`config.mk`:
```
export PLATFORM = sky130hd
export DESIGN_NAME = gpio_serial_loader
export DESIGN_NICKNAME = d
export VERILOG_FILES = /design/src/rtl/gpio_serial_loader.sv
export SDC_FILE = /design/constraint.sdc
export NUM_CORES = 1
export LEC_CHECK = 0
export BUFFER_PORTS_ARGS = -buffer_cell sky130_fd_sc_hd__clkbuf_2
export CORE_MARGIN = 3
export CORE_UTILIZATION = 56
export DETAILED_ROUTE_END_ITERATION = 10
export PLACE_DENSITY = 0.91
export SETUP_SLACK_MARGIN = 0.15
export SYNTH_ARGS = -nofsm -noshare
export SYNTH_HDL_FRONTEND = slang
export SYNTH_SLANG_ARGS = --single-unit
```
`constraint.sdc`:
```
create_clock -name wb_clk_i -period 3 [get_ports wb_clk_i]
set_clock_uncertainty 0.05 [all_clocks]
set_input_delay 0.3 -clock wb_clk_i [delete_from_list [all_inputs] [get_ports wb_clk_i]]
set_output_delay 0.3 -clock wb_clk_i [all_outputs]
set_load 0.1 [all_outputs]
```
`src/rtl/gpio_serial_loader.sv`:
```
// Serial loader for the user-area GPIO configuration chains.
// Shifts one config word per pad into two parallel chains, then strobes serial_load to latch them.
module gpio_serial_loader #(
   parameter int NUM_IO    = 38,
   parameter int AREA1PADS = 19,
   parameter int CFG_BITS  = 13,
   parameter int CLK_DIV   = 2
) (
   input  logic                wb_clk_i,
   input  logic                wb_rst_i,
   input  logic                xfer_start,
   output logic                busy,
   output logic                done,
   output logic [5:0]          cfg_addr_1,
   input  logic [CFG_BITS-1:0] cfg_data_1,
   output logic [5:0]          cfg_addr_2,
   input  logic [CFG_BITS-1:0] cfg_data_2,
   output logic                serial_clock,
   output logic                serial_load,
   output logic                serial_data_1,
   output logic                serial_data_2
);

   // state | meaning
   // IDLE  | waiting for xfer_start
   // FETCH | word 0 addresses on cfg_addr, data captured on exit
   // SHIFT | clocking words out MSB first, low phase then high phase per bit
   // LOAD  | serial_load high for CLK_DIV cycles
   // FIN   | done pulse, back to IDLE

   localparam int A2     = NUM_IO - AREA1PADS;
   localparam int W      = (AREA1PADS > A2) ? AREA1PADS : A2;
   localparam int FILL1  = W - AREA1PADS;
   localparam int FILL2  = W - A2;
   localparam int BIT_W  = (CFG_BITS > 1) ? $clog2(CFG_BITS) : 1;
   localparam int WORD_W = (W > 1) ? $clog2(W) : 1;
   localparam int PH_W   = (CLK_DIV > 1) ? $clog2(CLK_DIV) : 1;

   localparam logic [BIT_W-1:0]  LAST_BIT  = BIT_W'(CFG_BITS - 1);
   localparam logic [WORD_W-1:0] LAST_WORD = WORD_W'(W - 1);
   localparam logic [PH_W-1:0]   LAST_PH   = PH_W'(CLK_DIV - 1);

   typedef enum logic [2:0] {IDLE, FETCH, SHIFT, LOAD, FIN} state_t;

   state_t              state;
   logic [BIT_W-1:0]    bit_cnt;
   logic [WORD_W-1:0]   word_cnt;
   logic [PH_W-1:0]     ph_cnt;
   logic                high;
   logic [CFG_BITS-1:0] sr_1;
   logic [CFG_BITS-1:0] sr_2;

   int                  nxt_k;
   logic                nxt_real_1;
   logic                nxt_real_2;
   logic [5:0]          nxt_addr_1;
   logic [5:0]          nxt_addr_2;
   logic [CFG_BITS-1:0] nxt_word_1;
   logic [CFG_BITS-1:0] nxt_word_2;

   // The outgoing bit is always the MSB of the shift register, so data is cleared by clearing sr.
   assign serial_data_1 = sr_1[CFG_BITS-1];
   assign serial_data_2 = sr_2[CFG_BITS-1];

   // Chain 1 walks pads downward to pad 0, chain 2 upward to NUM_IO-1; leading words may be filler.
   always_comb begin
      nxt_k      = (state == SHIFT) ? int'(word_cnt) + 1 : 0;
      nxt_real_1 = (nxt_k >= FILL1);
      nxt_real_2 = (nxt_k >= FILL2);
      nxt_addr_1 = 6'(W - 1 - nxt_k);
      nxt_addr_2 = 6'(NUM_IO - W + nxt_k);
      nxt_word_1 = nxt_real_1 ? cfg_data_1 : '0;
      nxt_word_2 = nxt_real_2 ? cfg_data_2 : '0;
   end

   always_ff @(posedge wb_clk_i) begin
      if (wb_rst_i) begin
         state        <= IDLE;
         busy         <= 1'b0;
         done         <= 1'b0;
         serial_clock <= 1'b0;
         serial_load  <= 1'b0;
         cfg_addr_1   <= '0;
         cfg_addr_2   <= '0;
         sr_1         <= '0;
         sr_2         <= '0;
         bit_cnt      <= '0;
         word_cnt     <= '0;
         ph_cnt       <= '0;
         high         <= 1'b0;
      end else begin
         case (state)
            IDLE: begin
               done <= 1'b0;
               if (xfer_start) begin
                  state <= FETCH;
                  busy  <= 1'b1;
                  if (nxt_real_1) cfg_addr_1 <= nxt_addr_1;
                  if (nxt_real_2) cfg_addr_2 <= nxt_addr_2;
               end
            end
            FETCH: begin
               sr_1     <= nxt_word_1;
               sr_2     <= nxt_word_2;
               ph_cnt   <= '0;
               high     <= 1'b0;
               bit_cnt  <= '0;
               word_cnt <= '0;
               state    <= SHIFT;
            end
            SHIFT: begin
               if (ph_cnt != LAST_PH) begin
                  ph_cnt <= ph_cnt + 1'b1;
               end else begin
                  ph_cnt <= '0;
                  if (!high) begin
                     high         <= 1'b1;
                     serial_clock <= 1'b1;
                     // Present the next word's address one half-period before it is captured.
                     if (bit_cnt == LAST_BIT && word_cnt != LAST_WORD) begin
                        if (nxt_real_1) cfg_addr_1 <= nxt_addr_1;
                        if (nxt_real_2) cfg_addr_2 <= nxt_addr_2;
                     end
                  end else begin
                     high         <= 1'b0;
                     serial_clock <= 1'b0;
                     if (bit_cnt != LAST_BIT) begin
                        bit_cnt <= bit_cnt + 1'b1;
                        sr_1    <= {sr_1[CFG_BITS-2:0], 1'b0};
                        sr_2    <= {sr_2[CFG_BITS-2:0], 1'b0};
                     end else begin
                        bit_cnt <= '0;
                        if (word_cnt == LAST_WORD) begin
                           word_cnt    <= '0;
                           sr_1        <= '0;
                           sr_2        <= '0;
                           serial_load <= 1'b1;
                           state       <= LOAD;
                        end else begin
                           word_cnt <= word_cnt + 1'b1;
                           sr_1     <= nxt_word_1;
                           sr_2     <= nxt_word_2;
                        end
                     end
                  end
               end
            end
            LOAD: begin
               if (ph_cnt != LAST_PH) begin
                  ph_cnt <= ph_cnt + 1'b1;
               end else begin
                  ph_cnt      <= '0;
                  serial_load <= 1'b0;
                  done        <= 1'b1;
                  busy        <= 1'b0;
                  state       <= FIN;
               end
            end
            FIN: begin
               done  <= 1'b0;
               state <= IDLE;
            end
            default: state <= IDLE;
         endcase
      end
   end

endmodule

```
# Yosys cells after proc, flatten, opt, wreduce, memory -nomap -nowiden
# Cells that the tools add are included.
totals:
  out_inout_bits: 18
  register_bits: 56
classes:
  n_eq_ne: 16
  n_reduce_logical: 19
  n_mux: 56
  magnitude_cmp: 1
  n_addsub: 6
ops:
  columns: ["operator", "n"]
  rows:
  - ["$mux 13", 10]
  - ["$mux 6", 11]
  - ["$pmux 13 s2", 2]
  - ["$pmux 6 s2", 2]
  - ["$mux 5", 4]
  - ["$mux 3", 6]
  - ["$mux 4", 3]
  - ["$ne 2x2->1 const B", 6]
  - ["$pmux 3 s4", 1]
  - ["$reduce_and 6->1", 2]
  - ["$reduce_bool 2->1", 6]
  - ["$mux 1", 10]
  - ["$pmux 1 s2", 5]
  - ["$pmux 5 s2", 1]
  - ["$pmux 4 s2", 1]
  - ["$add 5x1->6 const B", 1]
  - ["$add 5x6->6 const A", 1]
  - ["$eq 3x2->1 const B", 2]
  - ["$ge 6x1->1 const B", 1]
  - ["$reduce_and 2->1", 3]
  - ["$reduce_and 3->1", 2]
  - ["$sub 5x6->6 const A", 1]
  - ["$add 5x1->5 const B", 1]
  - ["$eq 5x5->1 const B", 1]
  - ["other kinds (13)", 15]

# Logic depth before layout (Yosys ltp)
# Gate-level depths: netlist of run 1.
logic_depth:
  ltp_word: 9
  depth_mapped: 9
  depth_no_buf: 8

# Worst setup path before layout of run 1
# No wires, ideal clock.
synth_path:
  path_type: "register to register"
  startpoint: "register word_cnt[0]"
  endpoint: "register cfg_addr_1[4]"
  t_required_ns: 2.817
  t_arrival_ns: 1.877
  stages_incl_launch_ff: 9
  slack_ns: 0.940
  n_path_buf: 1
  setup_ns: 0.133
  cell_sequence: "dfxtp_1 > buf_2 > inv_1 > ha_1 > nor4bb_2 > or4_4 > and2b_1 > nor3_1 > a211oi_1"
synth_between:
  elab_chain_len: 8
  elab_cells_between_ends: 14
  classes_between: "2 x add/sub; 1 x order compare; 2 x eq/ne; 7 x mux; 2 x reduce/logical"
synth_rtl:
  columns: ["element", "line", "source"]
  rows:
  - ["start: declaration", "47", "logic [WORD_W-1:0] word_cnt;"]
  - ["start signal: assignment", "140", "word_cnt <= word_cnt + 1'b1;"]
  - ["$add 5x1->6", "67", "nxt_k = (state == SHIFT) ? int'(word_cnt) + 1 : 0;"]
  - ["$mux 6", "67", null]
  - ["$sub 5x6->6 or $ge 6x1->1 (tied branches)", "70, 68", null]
  - ["$mux 6", "98, 121", null]
  - ["$mux 6", "120", "if (bit_cnt == LAST_BIT && word_cnt != LAST_WORD) begin"]
  - ["$mux 6", "116", "if (!high) begin"]
  - ["$mux 6", "112", "if (ph_cnt != LAST_PH) begin"]
  - ["$pmux 6 s2", "92", "case (state)"]
  - ["end signal: assignment", "98", "if (nxt_real_1) cfg_addr_1 <= nxt_addr_1;"]
  - ["end signal: assignment", "121", "if (nxt_real_1) cfg_addr_1 <= nxt_addr_1;"]
  - ["end: declaration", "14", "output logic [5:0] cfg_addr_1,"]
# Several ways; a longest one is shown, not always the timed one. The select of a mux whose other input is x is not followed.
# A chain may end at the register's enable or synchronous reset.

# Worst setup path in the final report of run 1
# Ends and elaborated chain as after synthesis.

==> impl_metrics.yaml, run 1 <==
outcome:
  outcome: "finished clean"
clock_tree:
  numCtsBuffers: 5
  cts_max_path_buffers: 2
  cts_max_level: 2
  hold_buffers: 0
  clk_pin_slew_ns: 0.09
  cts.sinks: 55
  cts_root_buffer: "clkbuf_8"
  post_cts_buffers: 0
  clkLatencyLatePin_ns: 0.31
  cts.repair.resized: 0
  cts_tree: "built"
setup_path:
  cp_max_fo: 10
  r2r_start: "word_cnt[0]"
  crit_slowest_cell: "or4_4"
  end_kind: "register"
  critPathArrivalTime_ns: 2.46
  worstPathRequired_ns: 3.12
  rr_endpoint: "cfg_addr_1[4]"
  worstRegToRegCells: 7
  crit_chain: "inv_1 -> ha_1 -> nor4bb_2 -> or4_4 -> and2b_1 -> nor3_1 -> a211oi_1"
  critPathKind: "reg2reg"
  r2r_setup_slack_ns: 0.66
  cp-start-kind: "register"
  max_stage_delay_ns: 0.54
synthesis:
  yosysSeqAreaShare_pct: 40.5
  async_flop_share_pct: 0
  synth_nets: 339
  synth_edf_count: 0
  synth_ff_type: "dfxtp_1"
  yosys.cell_types.count: 53
  ys_ff_latch: 55
  yosysWarningCount: 0
  netlist_instances: 305
  avgSynthCellArea_um2: 8.92
  syn_area_um2: 2720
floorplan:
  die_area_um2: 5730
  start_util_pct: 60.0
  rows: 24
  ios: 47
  die_w_um: 75.7
  die_h_um: 75.7
  core_um2: 4530
power:
  power_density_nw_per_um2: 518
  seq_power_share_pct: 50.9
  ir_worst_vdd_mv: 0.275
  p_int_w: 0.00107
  clockPowerShare_pct: 26.5
  power_switching_w: 0.000499
  p_leak_nw: 1.36
  total_power_w: 0.00157
  comb_power_share_pct: 22.6
  swShare_pct: 31.7
placement:
  dp_hpwl_um: 4110
  routabilityCongestion: 0.856
  placement.io_buffers: 46
sta:
  tightest_slew_ns: 0.703
  hold_violations: 0
  fin_tns_setup_ns: 0
  fin_hold_ws_ns: 0.192
  timing.fmax_ghz: 0.428
  setup_viol: 0
  slew_violations: 0
  slew-limit-headroom_pct: 53.2
  period_minus_slack_ns: 2.34
  rsz0062_at_grt: "no"
  min_period_over_period_pct: 77.9
min_path:
  whs_path_depth: 3
  hold-path-endpoint: "sr_2[0]"
  hp-class: "in2reg"
  hold_start: "cfg_data_2[0]"
cells_and_area:
  final_cell_mix: "dfxtp_1, nor2_1, clkbuf_2"
  num_antenna_cells: 0
  fin_nets: 372
  final_common_cell: "dfxtp_1"
  area_growth_pct: 11.6
  drive_above_1_share_pct: 20.4
job:
  max-cap-violations: 0
global_route:
  antenna_found_initial: 0
  grt_pass1_wl_um: 9780
  grt_max_degree: 35
  track_usage_pct: 22.2
  grt_overflow: 0
  grt_pass1_vias: 2155
detailed_routing:
  ant_nets: 0
  drt_first_iter_violations: 241
  first_pass_iters: 4
  vias: 2344
  wl_per_cell_um: 14.8
  drt-total-wl_um: 5960
  drc: 0
  via_per_inst: 5.82
## through the flow
step	util (%)	std cells	area, µm²	setup WS, ns
4_1_cts	67.0	403	3040	0.689
2_1_floorplan	-	305	2720	0.940
3_5_place_dp	65.0	396	2950	0.709
3_3_place_gp	65.0	396	2950	0.841
5_1_grt	67.0	403	3040	0.561
6_report	67.0	403	3040	0.662
## power groups by stage
stage                     clock (W)  sequential (W)  combinational [W]
after floorplan                   0        0.000889           0.000219
after global placement            0        0.000813           0.000346
after detailed placement          0        0.000817           0.000354
after CTS                  0.000417        0.000800           0.000356
after global routing       0.000449        0.000806           0.000382
final                      0.000417        0.000800           0.000356
## Yosys cell counts (2+ instances only)
| cell | n | area share (%) |
|---|---|---|
| buf_6 | 2 | 0.83 |
| buf_1 | 2 | 0.28 |
| a221o_1 | 2 | 0.74 |
| xor2_1 | 3 | 0.97 |
| clkbuf_1 | 13 | 1.8 |
| nor3_1 | 7 | 1.3 |
| a2bb2oi_1 | 25 | 8.0 |
| a22oi_1 | 2 | 0.55 |
| a21oi_1 | 18 | 3.3 |
| a211oi_1 | 6 | 1.7 |
| o21ai_0 | 8 | 1.5 |
| mux2i_1 | 24 | 8.8 |
| and3_1 | 2 | 0.46 |
| nand3_1 | 8 | 1.5 |
| buf_2 | 7 | 1.3 |
| xnor2_1 | 3 | 0.97 |
| nor2_1 | 51 | 7.0 |
| nand4b_1 | 2 | 0.64 |
| inv_1 | 4 | 0.55 |
| or4_1 | 3 | 0.83 |
| a211oi_2 | 2 | 0.92 |
| nand4bb_1 | 2 | 0.83 |
| dfxtp_1 | 55 | 40 |
| nand2_1 | 17 | 2.3 |
| ha_1 | 5 | 2.3 |
| nor4b_1 | 3 | 0.97 |
| nand2b_1 | 2 | 0.46 |
| a21o_1 | 2 | 0.55 |
## metal layers
metal	part of all wire, %	GRT usage (%)
met1	43	28.0
met2	50	36.7
met3	5.2	5.54
met4	1.6	8.35
met5	0	0
## kinds of logic (layout without fill, tap and decap cells)
| logic type | after synthesis | count (layout) | share of synthesized area, % |
|---|---|---|---|
| fa+ha+maj | 5 | 5 | 2.30 |
| buf+inv | 29 | 62 | 5.01 |
| flops | 55 | 55 | 40.5 |
| simple gates | 114 | 114 | 21.8 |
| mux | 24 | 24 | 8.83 |
| compound gates | 71 | 71 | 19.1 |
| xor+xnor | 7 | 7 | 2.53 |
## registers in the layout, indices dropped and copies added, names as in the netlist
signal	cells
sr_1	13
sr_2	13
cfg_addr_1	6
cfg_addr_2	5
word_cnt	5
bit_cnt	4
state	3
busy	1
done	1
high	1
ph_cnt	1
serial_clock	1
serial_load	1
## worst max-delay path: cells and delay by family (launching register included)
family | cells | cell delay, ns
AND/OR/NAND/NOR | 4 | 1.24
flip-flops | 1 | 0.50
adder cells (fa/ha/maj) | 1 | 0.21
AO/OA/AOI/OAI | 1 | 0.11
buffers and inverters | 1 | 0.08
## worst max path at each step
stage,start,endpoint
CTS,word_cnt[0],cfg_addr_1[4]
floorplan,word_cnt[0],cfg_addr_1[4]
global route,word_cnt[0],cfg_addr_1[4]
detailed placement,word_cnt[0],cfg_addr_1[4]
finish,word_cnt[0],cfg_addr_1[4]
global placement,word_cnt[0],cfg_addr_1[5]
## final cells by class
type / instances / area [µm²]
inverter: 4 / 15.0
sequential: 55 / 1100
clock inverter: 1 / 5.00
multi-input combinational: 221 / 1480
clock buffer: 6 / 82.6
fill: 368 / 1500
tap: 65 / 81.3
timing repair buffer: 51 / 268
Power figures use the tool's default switching activity.
==> run 2: changes to the inputs <==
--- a/config.mk
+++ b/config.mk
@@ -5,6 +5,7 @@
 export SDC_FILE = /design/constraint.sdc
 export NUM_CORES = 1
 export LEC_CHECK = 0
+export ABC_AREA = 1
 export BUFFER_PORTS_ARGS = -buffer_cell sky130_fd_sc_hd__clkbuf_2
 export CORE_MARGIN = 3
 export CORE_UTILIZATION = 56
==> constraint.sdc (replaced) <==
create_clock -name wb_clk_i -period 2.3 [get_ports wb_clk_i]
set_clock_uncertainty 0.05 [all_clocks]
set_input_delay 0.23 -clock wb_clk_i [delete_from_list [all_inputs] [get_ports wb_clk_i]]
set_output_delay 0.23 -clock wb_clk_i [all_outputs]
set_load 0.1 [all_outputs]
==> run 2 against run 1 <==
Compared with the run above: largest cell class unchanged; die area grew 0.56%; synthesized area grew 0.60%; worst hold slack lost 0.057 ns; largest power group is now combinational cells; critical path type unchanged; global-route usage shrank 1.7 points; clock power grew 29%.
==> impl_metrics.yaml, run 2 <==
floorplan:
  ios: 47
  start_util_pct: 60.4
  die_area_um2: 5760
  die_h_um: 75.9
  rows: 24
  core_um2: 4530
  die_w_um: 75.9
detailed_routing:
  drt-total-wl_um: 5840
  first_pass_iters: 5
  via_per_inst: 5.36
  drt_first_iter_violations: 213
  wl_per_cell_um: 12.6
  ant_nets: 0
  drc: 0
  vias: 2481
synthesis:
  synth_top_cell_area_share_pct: 40.2
  yosys-top-cells-count: "dfxtp_1, a21oi_1, o21ai_0"
  synth_edf_count: 0
  synth_top_area_cell: "dfxtp_1"
  synth_nets: 390
  async_flop_share_pct: 0
  syn_area_um2: 2740
  yosysMostFrequentCell: "dfxtp_1"
  synthTopCellsByArea: "dfxtp_1, a21oi_1, o21ai_0"
  yosys.cell_types.count: 33
  netlist_instances: 356
  ys_ff_latch: 55
  yosysWarningCount: 0
  yosysSeqAreaShare_pct: 40.2
  synth_ff_type: "dfxtp_1"
  avgSynthCellArea_um2: 7.69
power:
  p_leak_nw: 1.41
  ir_worst_vdd_mv: 1.16
  power_density_nw_per_um2: 1470
  total_power_w: 0.00453
clock_tree:
  cts_tree: "built"
  cts.sinks: 55
  cts_max_path_buffers: 2
  hold_buffers: 0
  clkLatencyLatePin_ns: 0.32
  cts_root_buffer: "clkbuf_8"
  cts_max_level: 2
  numCtsBuffers: 5
  clk_pin_slew_ns: 0.10
min_path:
  hp-class: "in2reg"
placement:
  routabilityCongestion: 0.893
  dpl.cell_count: 453
  dp_hpwl_um: 4080
  place_ws_ns: 0.331
  placement.io_buffers: 46
outcome:
  outcome: "finished clean"
global_route:
  grt_max_degree: 45
  grt_overflow: 0
  track_usage_pct: 20.5
  grt_pass1_wl_um: 10100
  antenna_found_initial: 0
  grt_pass1_vias: 2294
sta:
  min_period_over_period_pct: 85.6
  hold_violations: 0
  period_minus_slack_ns: 1.97
  slew-limit-headroom_pct: 64.0
  slew_violations: 0
  tightest_slew_ns: 0.543
  timing.fmax_ghz: 0.508
  finalWorstSetupSlack_ns: 0.331
  setup_viol: 0
  rsz0062_at_grt: "no"
  fin_tns_setup_ns: 0
setup_path:
  critPathKind: "reg2reg"
  cp_max_fo: 13
  critPathArrivalTime_ns: 2.16
  cp-start-kind: "register"
  end_kind: "register"
  worstPathRequired_ns: 2.49
cells_and_area:
  final_cell_mix: "dfxtp_1, a21oi_1, clkbuf_2"
  num_antenna_cells: 0
  area_growth_pct: 12.9
  largest_registers: "sr_1 x13, sr_2 x13, cfg_addr_1 x6"
  final_cells: 463
  drive_above_1_share_pct: 22.1
  fin_nets: 431
  final_common_cell: "dfxtp_1"
  fill_cells: 374
job:
  max-cap-violations: 0
[run 2: cell types whose count changed after synthesis, moves of 6 or more]
| cell | delta |
|---|---|
| o21ai_0 | +37 |
| nand3_1 | +9 |
| clkbuf_1 | -6 |
| o21bai_1 | +23 |
| o21ai_1 | +21 |
| inv_1 | +23 |
| nor2_1 | -30 |
| a211oi_1 | -6 |
| mux2i_1 | -24 |
| nand2_1 | +19 |
| a21oi_1 | +29 |
| a2bb2oi_1 | -25 |
[run 2: critical path, stage by stage, from the launching register on]
cell and delay [ns]:
dfxtp_1 0.44, inv_1 0.09, ha_1 0.20, nand4_1 0.20, nand3_1 0.25, a21oi_4 0.21, buf_4 0.20, o21ai_0 0.11
a21oi_1 0.15
[run 2: final timing paths]
kind / to / slack [ns] / cells past startpoint / from
setup / recovery: cfg_addr_1[0] / 0.33 / 8 / word_cnt[0]
hold / removal: sr_2[0] / 0.14 / 3 / cfg_data_2[0]
setup reg to reg: cfg_addr_1[0] / 0.33 / 8 / word_cnt[0]
hold reg to reg: serial_clock / 0.43 / 2 / serial_clock
[run 2: cell families after synthesis]
| logic type | after synthesis | synth area share (%) |
|---|---|---|
| buf+inv | 51 | 8.64 |
| simple gates | 100 | 18.8 |
| xor+xnor | 4 | 1.28 |
| flops | 55 | 40.2 |
| compound gates | 141 | 28.7 |
| fa+ha+maj | 5 | 2.29 |
[run 2: per-stage QoR]
step	cell area, µm²	utilization, %	hold WS, ns
after floorplan	2740	-	0.340
after global placement	2970	65.6	0.402
after detailed placement	2970	65.6	0.417
after CTS	3070	67.6	0.137
after global routing	3090	68.2	0.149
final	3090	68.2	0.135
[run 2: report_power, final]
part | switching (W) | leakage (nW) | internal, W
clock | 0.000321 | 0.0443 | 0.000218
combinational | 0.00181 | 0.914 | 0.000684
sequential | 0.000213 | 0.449 | 0.00129
[run 2: layout make-up]
type / count / area [µm²] / area share, %
clock buffers: 5 / 68.8 / 2.23
clock inverters: 3 / 25.0 / 0.809
inverters: 32 / 125 / 4.05
multi-input cells: 250 / 1410 / 45.5
flip-flops and latches: 55 / 1100 / 35.6
well taps: 65 / 81.3 / 2.63
repair buffers: 53 / 283 / 9.15
[run 2: routing by layer]
metal  vias to the layer above  part of all wire (%)  track usage (%)
li1                       1289                     -                -
met4                         0                  0.91             6.16
met2                        74                    48             35.0
met1                      1111                    45             26.4
met5                         -                     0                0
met3                         7                   6.0             3.79
[run 2: timing repair]
action / in CTS / in global routing
resized for setup: 0 / 2
buffers inserted: 0 / 2
setup endpoints to repair: 0 / 11
